[src/rtl/axi4_lite_master.sv]
// AXI4-Lite master: bridges a valid/ready request/response port onto the
// five AXI4-Lite channels, one transaction in flight, with an optional
// response timeout and draining of stray B/R beats while idle.
module axi4_lite_master #(
    parameter int unsigned ADDR_WIDTH = 32,
    parameter int unsigned DATA_WIDTH = 32,   // 32 or 64
    parameter int unsigned TIMEOUT    = 1024, // 0 disables the timeout
    parameter logic [2:0]  PROT       = 3'b000
) (
    input  logic                      clk,
    input  logic                      reset,
    // IP request
    input  logic                      req_valid,
    output logic                      req_ready,
    input  logic                      req_write,
    input  logic [ADDR_WIDTH-1:0]     req_addr,
    input  logic [DATA_WIDTH-1:0]     req_wdata,
    input  logic [DATA_WIDTH/8-1:0]   req_wstrb,
    // IP response
    output logic                      rsp_valid,
    input  logic                      rsp_ready,
    output logic                      rsp_write,
    output logic [DATA_WIDTH-1:0]     rsp_rdata,
    output logic [1:0]                rsp_resp,
    output logic                      rsp_timeout,
    // write address channel
    output logic                      AWvalid,
    input  logic                      AWready,
    output logic [ADDR_WIDTH-1:0]     AWaddr,
    output logic [2:0]                AWprot,
    // write data channel
    output logic                      Wvalid,
    input  logic                      Wready,
    output logic [DATA_WIDTH-1:0]     Wdata,
    output logic [DATA_WIDTH/8-1:0]   Wstrb,
    // write response channel
    input  logic                      Bvalid,
    output logic                      Bready,
    input  logic [1:0]                Bresp,
    // read address channel
    output logic                      ARvalid,
    input  logic                      ARready,
    output logic [ADDR_WIDTH-1:0]     ARaddr,
    output logic [2:0]                ARprot,
    // read data channel
    input  logic                      Rvalid,
    output logic                      Rready,
    input  logic [DATA_WIDTH-1:0]     Rdata,
    input  logic [1:0]                Rresp
);

    localparam int unsigned CW = (TIMEOUT > 0) ? $clog2(TIMEOUT + 1) : 1;
    localparam logic [CW-1:0] TMO = CW'(TIMEOUT);

    typedef enum logic [2:0] {
        IDLE, WR_AW_W, WR_B, RD_AR, RD_R, RSP
    } state_t;

    state_t                    state, state_d;
    logic [CW-1:0]             cnt, cnt_d;
    logic                      awvalid_d, wvalid_d, arvalid_d;
    logic [ADDR_WIDTH-1:0]     awaddr_d, araddr_d;
    logic [DATA_WIDTH-1:0]     wdata_d, rsp_rdata_d;
    logic [DATA_WIDTH/8-1:0]   wstrb_d;
    logic                      rsp_write_d, rsp_timeout_d;
    logic [1:0]                rsp_resp_d;
    logic                      timed_out;

    assign AWprot = PROT;
    assign ARprot = PROT;
    assign timed_out = (TIMEOUT != 0) && (cnt == TMO);

    // Next-state and next-value logic for every registered output.
    // The AW/W done flags are carried implicitly: a channel is done once its valid is low.
    always_comb begin
        state_d       = state;
        cnt_d         = cnt;
        awvalid_d     = AWvalid;
        wvalid_d      = Wvalid;
        arvalid_d     = ARvalid;
        awaddr_d      = AWaddr;
        araddr_d      = ARaddr;
        wdata_d       = Wdata;
        wstrb_d       = Wstrb;
        rsp_write_d   = rsp_write;
        rsp_rdata_d   = rsp_rdata;
        rsp_resp_d    = rsp_resp;
        rsp_timeout_d = rsp_timeout;
        case (state)
            IDLE: begin
                if (req_valid && req_ready) begin
                    if (req_write) begin
                        state_d   = WR_AW_W;
                        awvalid_d = 1'b1;
                        wvalid_d  = 1'b1;
                        awaddr_d  = req_addr;
                        wdata_d   = req_wdata;
                        wstrb_d   = req_wstrb;
                    end else begin
                        state_d   = RD_AR;
                        arvalid_d = 1'b1;
                        araddr_d  = req_addr;
                    end
                end
            end
            WR_AW_W: begin
                if (AWvalid && AWready) begin
                    awvalid_d = 1'b0;
                    awaddr_d  = '0;
                end
                if (Wvalid && Wready) begin
                    wvalid_d = 1'b0;
                    wdata_d  = '0;
                    wstrb_d  = '0;
                end
                if ((!AWvalid || AWready) && (!Wvalid || Wready))
                    state_d = WR_B;
            end
            WR_B: begin
                if (Bvalid && Bready) begin
                    state_d       = RSP;
                    rsp_write_d   = 1'b1;
                    rsp_rdata_d   = '0;
                    rsp_resp_d    = Bresp;
                    rsp_timeout_d = 1'b0;
                end else if (timed_out) begin
                    state_d       = RSP;
                    rsp_write_d   = 1'b1;
                    rsp_rdata_d   = '0;
                    rsp_resp_d    = 2'b10;
                    rsp_timeout_d = 1'b1;
                end else begin
                    cnt_d = cnt + 1'b1;
                end
            end
            RD_AR: begin
                if (ARvalid && ARready) begin
                    state_d   = RD_R;
                    arvalid_d = 1'b0;
                    araddr_d  = '0;
                end
            end
            RD_R: begin
                if (Rvalid && Rready) begin
                    state_d       = RSP;
                    rsp_write_d   = 1'b0;
                    rsp_rdata_d   = Rdata;
                    rsp_resp_d    = Rresp;
                    rsp_timeout_d = 1'b0;
                end else if (timed_out) begin
                    state_d       = RSP;
                    rsp_write_d   = 1'b0;
                    rsp_rdata_d   = '0;
                    rsp_resp_d    = 2'b10;
                    rsp_timeout_d = 1'b1;
                end else begin
                    cnt_d = cnt + 1'b1;
                end
            end
            RSP: begin
                if (rsp_ready) begin
                    state_d       = IDLE;
                    cnt_d         = '0;
                    rsp_write_d   = 1'b0;
                    rsp_rdata_d   = '0;
                    rsp_resp_d    = '0;
                    rsp_timeout_d = 1'b0;
                end
            end
            default: state_d = IDLE;
        endcase
    end

    // State and output registers; reset abandons any transfer at once.
    always_ff @(posedge clk or posedge reset) begin
        if (reset) begin
            state       <= IDLE;
            cnt         <= '0;
            req_ready   <= 1'b1;
            Bready      <= 1'b1;
            Rready      <= 1'b1;
            rsp_valid   <= 1'b0;
            rsp_write   <= 1'b0;
            rsp_rdata   <= '0;
            rsp_resp    <= '0;
            rsp_timeout <= 1'b0;
            AWvalid     <= 1'b0;
            AWaddr      <= '0;
            Wvalid      <= 1'b0;
            Wdata       <= '0;
            Wstrb       <= '0;
            ARvalid     <= 1'b0;
            ARaddr      <= '0;
        end else begin
            state       <= state_d;
            cnt         <= cnt_d;
            req_ready   <= (state_d == IDLE);
            Bready      <= (state_d != RSP);
            Rready      <= (state_d != RSP);
            rsp_valid   <= (state_d == RSP);
            rsp_write   <= rsp_write_d;
            rsp_rdata   <= rsp_rdata_d;
            rsp_resp    <= rsp_resp_d;
            rsp_timeout <= rsp_timeout_d;
            AWvalid     <= awvalid_d;
            AWaddr      <= awaddr_d;
            Wvalid      <= wvalid_d;
            Wdata       <= wdata_d;
            Wstrb       <= wstrb_d;
            ARvalid     <= arvalid_d;
            ARaddr      <= araddr_d;
        end
    end

endmodule
[config.mk]
export PLATFORM = sky130hd
export DESIGN_NAME = axi4_lite_master
export DESIGN_NICKNAME = d
export VERILOG_FILES = /design/src/rtl/axi4_lite_master.sv
export SDC_FILE = /design/constraint.sdc
export NUM_CORES = 1
export LEC_CHECK = 0
export BUFFER_PORTS_ARGS = -buffer_cell sky130_fd_sc_hd__buf_2
export CORE_UTILIZATION = 52
export DETAILED_ROUTE_END_ITERATION = 10
export PLACE_DENSITY_LB_ADDON = 0.2
export SLEW_MARGIN = 0
export SYNTH_ARGS = -nofsm -noshare
export SYNTH_HDL_FRONTEND = slang
export SYNTH_SLANG_ARGS = --single-unit
export TNS_END_PERCENT = 5
[constraint.sdc]
create_clock -name clk -period 9.6 [get_ports clk]
set_input_delay 1.92 -clock clk [delete_from_list [all_inputs] [get_ports clk]]
set_output_delay 1.92 -clock clk [all_outputs]
set_load 0.02 [all_outputs]
======== Word level (Yosys, flattened, before mapping) ========
Index checks and enable logic that the tools add are counted.
word-level totals
  bits in registers ....................... 156
  bits of input ports ..................... 114
  latch bits .............................. 0
  memory bits (read-only) ................. 0
  RAM bits ................................ 0
  word-level logic and storage cells ...... 118
  memories ................................ 0
  output and inout port bits .............. 149
cells by class
  bitwise gates (word level) .............. 0
  eq/ne operators ......................... 19
  $add $sub $neg .......................... 1
  div/mod/pow operators ................... 0
  shift operators ......................... 0
  $mul .................................... 0
  order comparisons ....................... 0
  multiplexer cells ....................... 60
  reduce and logical (&&, ||, !) cells .... 22
operators with widths
  kind                   count
  $mux 32                13
  $pmux 32 s2            3
  $pmux 32 s3            1
  $mux 11                4
  $pmux 11 s3            1
  $mux 3                 7
  $reduce_and 4->1       5
  $ne 2x2->1 const B     9
  $pmux 3 s6             1
  $mux 1                 15
  $mux 4                 3
  $add 11x1->11 const B  1
  $eq 11x11->1 const B   1
  $mux 2                 5
  $eq 3x3->1 const B     3
  $ne 3x3->1 const B     3
  $pmux 4 s2             1
  $logic_and 1x1->1      7
  $eq 3x2->1 const B     2
  $logic_not 3->1        2
  $pmux 1 s2             3
  $pmux 1 s3             2
  $pmux 2 s3             1
  $reduce_bool 2->1      2
  other kinds (5)        7

======== Depth between registers and ports, before layout ========
Gate-level depths: netlist of the first run.
  depth in word-level cells ............... 6
  depth in mapped cells ................... 7
  depth with buffers taken out ............ 6

======== Worst setup path after synthesis of the first run ========
OpenSTA, ideal clock, no wires.
  kind .................................... input -> register
  from .................................... input rsp_ready
  to ...................................... register cnt[7]
  stages on the path ...................... 5
  buffers on the path ..................... 1
  arrival ................................. 3,127 ps
  path slack .............................. 6,395 ps
  cells stage by stage .................... and4bb_2 > a211o_1 > buf_6 > or4_1 > a21oi_1
between the ends
  longest elaborated chain between the ends .. 2
RTL lines
  item                               RTL line  source
  start, declared                    21        input logic rsp_ready,
  $ne 2x2->1 (no source line)        n/a
  $reduce_and 4->1 (no source line)  n/a
  end signal, assigned               196       cnt <= cnt_d;
  end, declared                      60        logic [CW-1:0] cnt, cnt_d;
Every way passes these cells.
A chain may end at the register's enable or synchronous reset.

==> results of run 1 <==
==> final timing paths <==
path                       startpoint             to  cells after the start
max                            Rready         Bready                      1
min                        AWaddr[26]     AWaddr[26]                      2
max reg2reg                  state[0]         cnt[7]                      4
min reg2reg                AWaddr[26]     AWaddr[26]                      2
max in group asynchronous       reset   rsp_rdata[2]                      3
min in group asynchronous       reset  rsp_rdata[11]                      2
==> routing by layer <==
layer / vias to the layer above / track usage (%) / part of all wire [%]
li1: 2441 / - / -
met1: 2606 / 37.1 / 42
met2: 245 / 46.0 / 49
met3: 15 / 7.51 / 7.5
met4: 2 / 9.69 / 0.88
met5: - / 0 / 0.076
==> cell usage in the layout (no fill, tap or decap), drive strengths merged, types with 2 or more instances in the layout <==
master    synthesis  final
buf              19    264
dfrtp           154    154
a22o            100    100
nand2            76     76
o21ai            37     37
clkbuf           29     19
inv               9     14
a21oi            13     13
or4              12     12
o31ai             9      9
nand3             7      7
conb              1      6
nor2              6      6
nand2b            5      5
a21o              4      4
clkinv            0      4
and3              3      3
nor2b             3      3
nand4             3      3
a211o             3      3
clkinvlp          0      3
nor4              3      3
nor3              3      3
dfstp             2      2
mux2i             2      2
o21a              2      2
nand3b            2      2
a211oi            2      2
nor3b             2      2
ha                2      2
or3b              2      2
==> power breakdown <==
group | internal [mW] | switching [mW] | total [mW] | leakage [nW]
sequential | 0.968 | 0.207 | 1.18 | 2.00
clock | 0.375 | 0.277 | 0.652 | 0.277
combinational | 0.496 | 0.819 | 1.32 | 2.18
total | 1.84 | 1.30 | 3.14 | 4.45
==> kinds of logic (layout without fill, tap and decap cells) <==
kind of cell	count (synthesis)	after routing	synth area share (%)
flops	156	156	61.9
compound gates	181	181	21.8
buf+inv	57	305	4.13
simple gates	136	136	11.2
fa+ha+maj	2	2	0.397
other cells	1	7	0.0594
mux	3	3	0.496
==> worst min-delay path, cell delays in order, from the launching register on <==
cell	delay, ps
dfrtp_1	340
nand2_1	50
o21ai_0	60
==> sequential cells by signal (all words and copies together), names as in the netlist, 2 cells and up <==
register / flops
state: 3
cnt: 11
AWaddr: 32
ARaddr: 32
Wdata: 32
Wstrb: 4
rsp_rdata: 32
rsp_resp: 2
==> stage by stage <==
stage / util [%] / total power [mW] / hold slack [ps]
final: 71.0 / 3.14 / 477
after global routing: 71.0 / 3.32 / 505
after CTS: 71.0 / 3.16 / 479
after detailed placement: 66.0 / 2.48 / 465
after global placement: 66.0 / 2.45 / 457
after floorplan: - / 2.01 / 531
==> area by class of cell <==
| type | instances | area, sq um |
|---|---|---|
| Clock buffer | 19 | 453 |
| Sequential cell | 156 | 3910 |
| Antenna cell | 1 | 2.50 |
| Inverter | 9 | 38.8 |
| Tap cell | 143 | 179 |
| Fill cell | 849 | 3370 |
| Clock inverter | 13 | 128 |
| Timing Repair Buffer | 264 | 1340 |
| Multi-Input combinational cell | 328 | 2200 |
==> flow_summary.yaml, run 1 <==
setup_path:
  crit_fanout: 10
  cpMaxStageDelayCell: "dfstp_2"
  max_stage_delay_ps: 650
  path_class: "register to primary output"
  path_buf_inv: 1
  cp_top_family: "flip-flops"
  r2r_slack_ps: 7210
  cp_cell_sequence: "buf_2"
  cp.arrival_ps: 1270
  worstPathRequired_ps: 7680
  critPathLaunchType: "register"
  critPathCaptureType: "primary output"
global_route:
  grt_overflow: 0
  grt_pass1_vias: 5214
  grt_pass1_wl_um: 27600
  grt.total_usage_pct: 28.3
  grt_max_degree: 86
  antenna_found_initial: 2
cts:
  cts_num_sinks: 156
  cts_hold_buf: 0
  htree_levels: 4
  cts_root_buf: "clkbuf_16"
  cts.repair.resized: 0
  cts_setup_buffers: 0
  clkTransAtPathRegs_ps: 60
  cts_max_path_buffers: 2
  insertion_delay_ps: 420
  cts_tree: "built"
  numCtsBuffers: 17
synthesis:
  yosysMostFrequentCell: "dfrtp_1"
  avgSynthCellArea_sq_um: 11.8
  ys.flop_type: "dfrtp_1"
  yosys_warnings: 0
  synthTopCellsByCount: "dfrtp_1 (154), a22o_1 (100), nand2_1 (76), o21ai_0 (34), clkbuf_1 (29)"
  synth_top_area_share_pct: 61.1
  synthTopCellsByArea: "dfrtp_1 (61%), a22o_1 (14%), nand2_1 (4.5%), o21ai_0 (2.7%), clkbuf_1 (1.7%)"
  synth-seq-area-share_pct: 61.9
  synthArstFlopShare_pct: 100
  synth_seq_cells: 156
  synth_enable_flop_cells: 0
  synth_cell_types: 58
  netlist_area_sq_um: 6310
  syn_inst: 536
  yosysTopAreaCell: "dfrtp_1"
final_layout:
  layout.nets: 892
  areaGrowthSynthToFinish_pct: 30.7
  stdcell_count: 933
  drive_above_1_share_pct: 39.7
  stdcell_area_sq_um: 8250
pwr:
  total_leakage_power_nw: 4.45
  power.density_nw_per_um2: 381
  ir_drop_mv: 0.200
sta:
  worst_pin_slew_ps: 1210
  fin_tns_setup_ps: 0
  drv_slew: 0
  fmax_mhz: 314
  period_needed_ps: 3190
  finalHoldViolCount: 0
  rsz0062_at_grt: "false"
  setup_ws_ps: 6410
  setup_violations: 0
  period_share_pct: 33.2
  slew_headroom_pct: 19.5
  skew_ps: 12.4
detailed_routing:
  drt_iter0_drc: 492
  wl_per_cell_um: 18.4
  wirelength_um: 17100
  vias_per_cell: 5.69
  dr.pass1.iters: 9
  drt.antenna.violating_nets: 0
  drc: 20
  num_vias: 5309
outcome:
  violations: "DRC"
  status: "finished, violations left"
floorplan:
  die_w_um: 112
  num_rows: 39
  initial_utilization_pct: 54.3
  io_pins: 263
  core_area_sq_um: 11600
  die_h_um: 112
  die_area_sq_um: 12600
placed_design:
  dpl_cell_area_sq_um: 7660
  dp_hpwl_um: 11500
  pre_cts_ws_ps: 5960
  place.detailed.instances: 900
  io_buffers: 256
  gp_congestion: 0.854
run:
  max_cap_viol_count: 0
hold_path:
  hp-class: "register to register"
Note: power is estimated with default switching activity, not from simulation.
==> run 2, diff against run 1 <==
--- a/config.mk
+++ b/config.mk
@@ -6,7 +6,7 @@
 export NUM_CORES = 1
 export LEC_CHECK = 0
 export BUFFER_PORTS_ARGS = -buffer_cell sky130_fd_sc_hd__buf_2
-export CORE_UTILIZATION = 52
+export CORE_UTILIZATION = 43
 export DETAILED_ROUTE_END_ITERATION = 10
 export PLACE_DENSITY_LB_ADDON = 0.2
 export SLEW_MARGIN = 0
==> constraint.sdc (replaced) <==
create_clock -name clk -period 2.74 [get_ports clk]
set_input_delay 0.548 -clock clk [delete_from_list [all_inputs] [get_ports clk]]
set_output_delay 0.548 -clock clk [all_outputs]
set_load 0.02 [all_outputs]
==> flow_summary.yaml, run 2 (synthesis gave the netlist of run 1 again) <==
cts:
  cts_max_path_buffers: 2
  numCtsBuffers: 17
  cts_num_sinks: 156
  cts.repair.resized: 0
  cts_tree: "built"
  clkTransAtPathRegs_ps: 60
  insertion_delay_ps: 420
  cts_setup_buffers: 0
  cts_root_buf: "clkbuf_16"
  htree_levels: 4
  cts_hold_buf: 0
floorplan:
  die_area_sq_um: 15200
  io_pins: 263
  die_h_um: 123
  initial_utilization_pct: 44.8
  core_area_sq_um: 14100
  die_w_um: 123
  num_rows: 43
placed_design:
  gp_congestion: 0.827
  io_buffers: 256
  dp_hpwl_um: 12100
  place.detailed.instances: 941
setup_path:
  rr_worst_depth: 5
  max_stage_delay_ps: 600
  cp_top_family: "simple AND/OR/NAND/NOR gates"
  r2r_slack_ps: 490
  crit_fanout: 18
  path_buf_inv: 1
  path_class: "register to register"
  r2r_start: "cnt[2]"
  timing.rr.end: "rsp_rdata[26]"
  cp_cell_sequence: "or4_4 -> nor3_4 -> o21ai_2 -> buf_4 -> a22o_1"
  cp_num_cells: 5
  critPathLaunchType: "register"
  cpMaxStageDelayCell: "or4_4"
  cp.arrival_ps: 2550
  cp-startpoint: "cnt[2]"
  cp-endpoint: "rsp_rdata[26]"
  worstPathRequired_ps: 3040
  critPathCaptureType: "register"
global_route:
  antenna_found_initial: 3
  grt_overflow: 0
  grt_pass1_vias: 5138
  grt_max_degree: 93
  grt_pass1_wl_um: 26700
  grt.total_usage_pct: 23.2
final_layout:
  drive_above_1_share_pct: 39.8
  stdcell_count: 974
  finish.utilization_pct: 59.0
  layout.nets: 896
  mostFrequentLayoutCells: "buf_2 (256), dfrtp_1 (154), a22o_1 (100), nand2_1 (76), o21ai_0 (34)"
  final_common_cell: "buf_2"
  areaGrowthSynthToFinish_pct: 31.9
hold_path:
  hp-class: "primary input to asynchronous set/reset pin"
sta:
  period_needed_ps: 2250
  drv_slew: 0
  whs_ps: 90.1
  fin_tns_setup_ps: 0
  skew_ps: 9.52
  worst_pin_slew_ps: 1160
  setup_violations: 0
  period_share_pct: 82.1
  finalHoldViolCount: 0
  slew_headroom_pct: 22.6
  fmax_mhz: 444
  rsz0062_at_grt: "false"
pwr:
  power.density_nw_per_um2: 1310
  total_leakage_power_nw: 4.46
  ir_drop_mv: 0.543
detailed_routing:
  wl_per_cell_um: 17.8
  drc: 0
  num_vias: 5344
  wirelength_um: 17300
  vias_per_cell: 5.49
  drt.antenna.violating_nets: 0
  dr.pass1.iters: 5
  drt_iter0_drc: 370
run:
  max_cap_viol_count: 0
outcome:
  status: "complete, no violations"
## run 2: metal layers
layer | up-vias | GRT usage, % | wire length [um]
met4 | 2 | 8.06 | 314
met5 | - | 0 | 10
met3 | 26 | 5.77 | 1260
met2 | 228 | 37.5 | 8390
li1 | 2463 | - | -
met1 | 2625 | 30.3 | 7330
## run 2: worst reg2reg max path, stage by stage (launching register included)
cell and delay [ps]:
dfrtp_1 450, or4_4 600, nor3_4 310, o21ai_2 280
buf_4 290, a22o_1 210
## run 2: layout make-up
type                    count  area, sq um
well taps                 180          225
diodes                      2         5.00
multi-input cells         328         2210
fillers                  1200         5780
clock inverters            11         95.1
clock buffers              20          457
repair buffers            268         1380
inverters                   9         37.5
flip-flops and latches    156         3910
## run 2: stage by stage
stage | setup slack [ps] | instance area, sq um | power, mW
floorplan | 221 | 6330 | 7.04
global placement | 593 | 7760 | 8.61
detailed placement | 509 | 7760 | 8.75
CTS | 496 | 8310 | 11.0
global route | 366 | 8310 | 11.6
finish | 490 | 8320 | 10.9
## run 2: how the worst min path moves through the flow
| stage | from | to | slack (ps) | cells after the start |
|---|---|---|---|---|
| after floorplan | cnt[8] | cnt[8] | 530 | 2 |
| after global placement | AWaddr[29] | AWaddr[29] | 460 | 2 |
| after detailed placement | AWaddr[7] | AWaddr[7] | 470 | 2 |
| after CTS | reset | rsp_rdata[13] | 80 | 2 |
| after global routing | reset | rsp_rdata[13] | 100 | 2 |
| final | reset | rsp_rdata[13] | 90 | 2 |
## run 2: where the power goes
group          switching [mW]  internal [mW]
Clock                   0.931           1.29
Combinational            2.85           1.76
Sequential              0.704           3.39
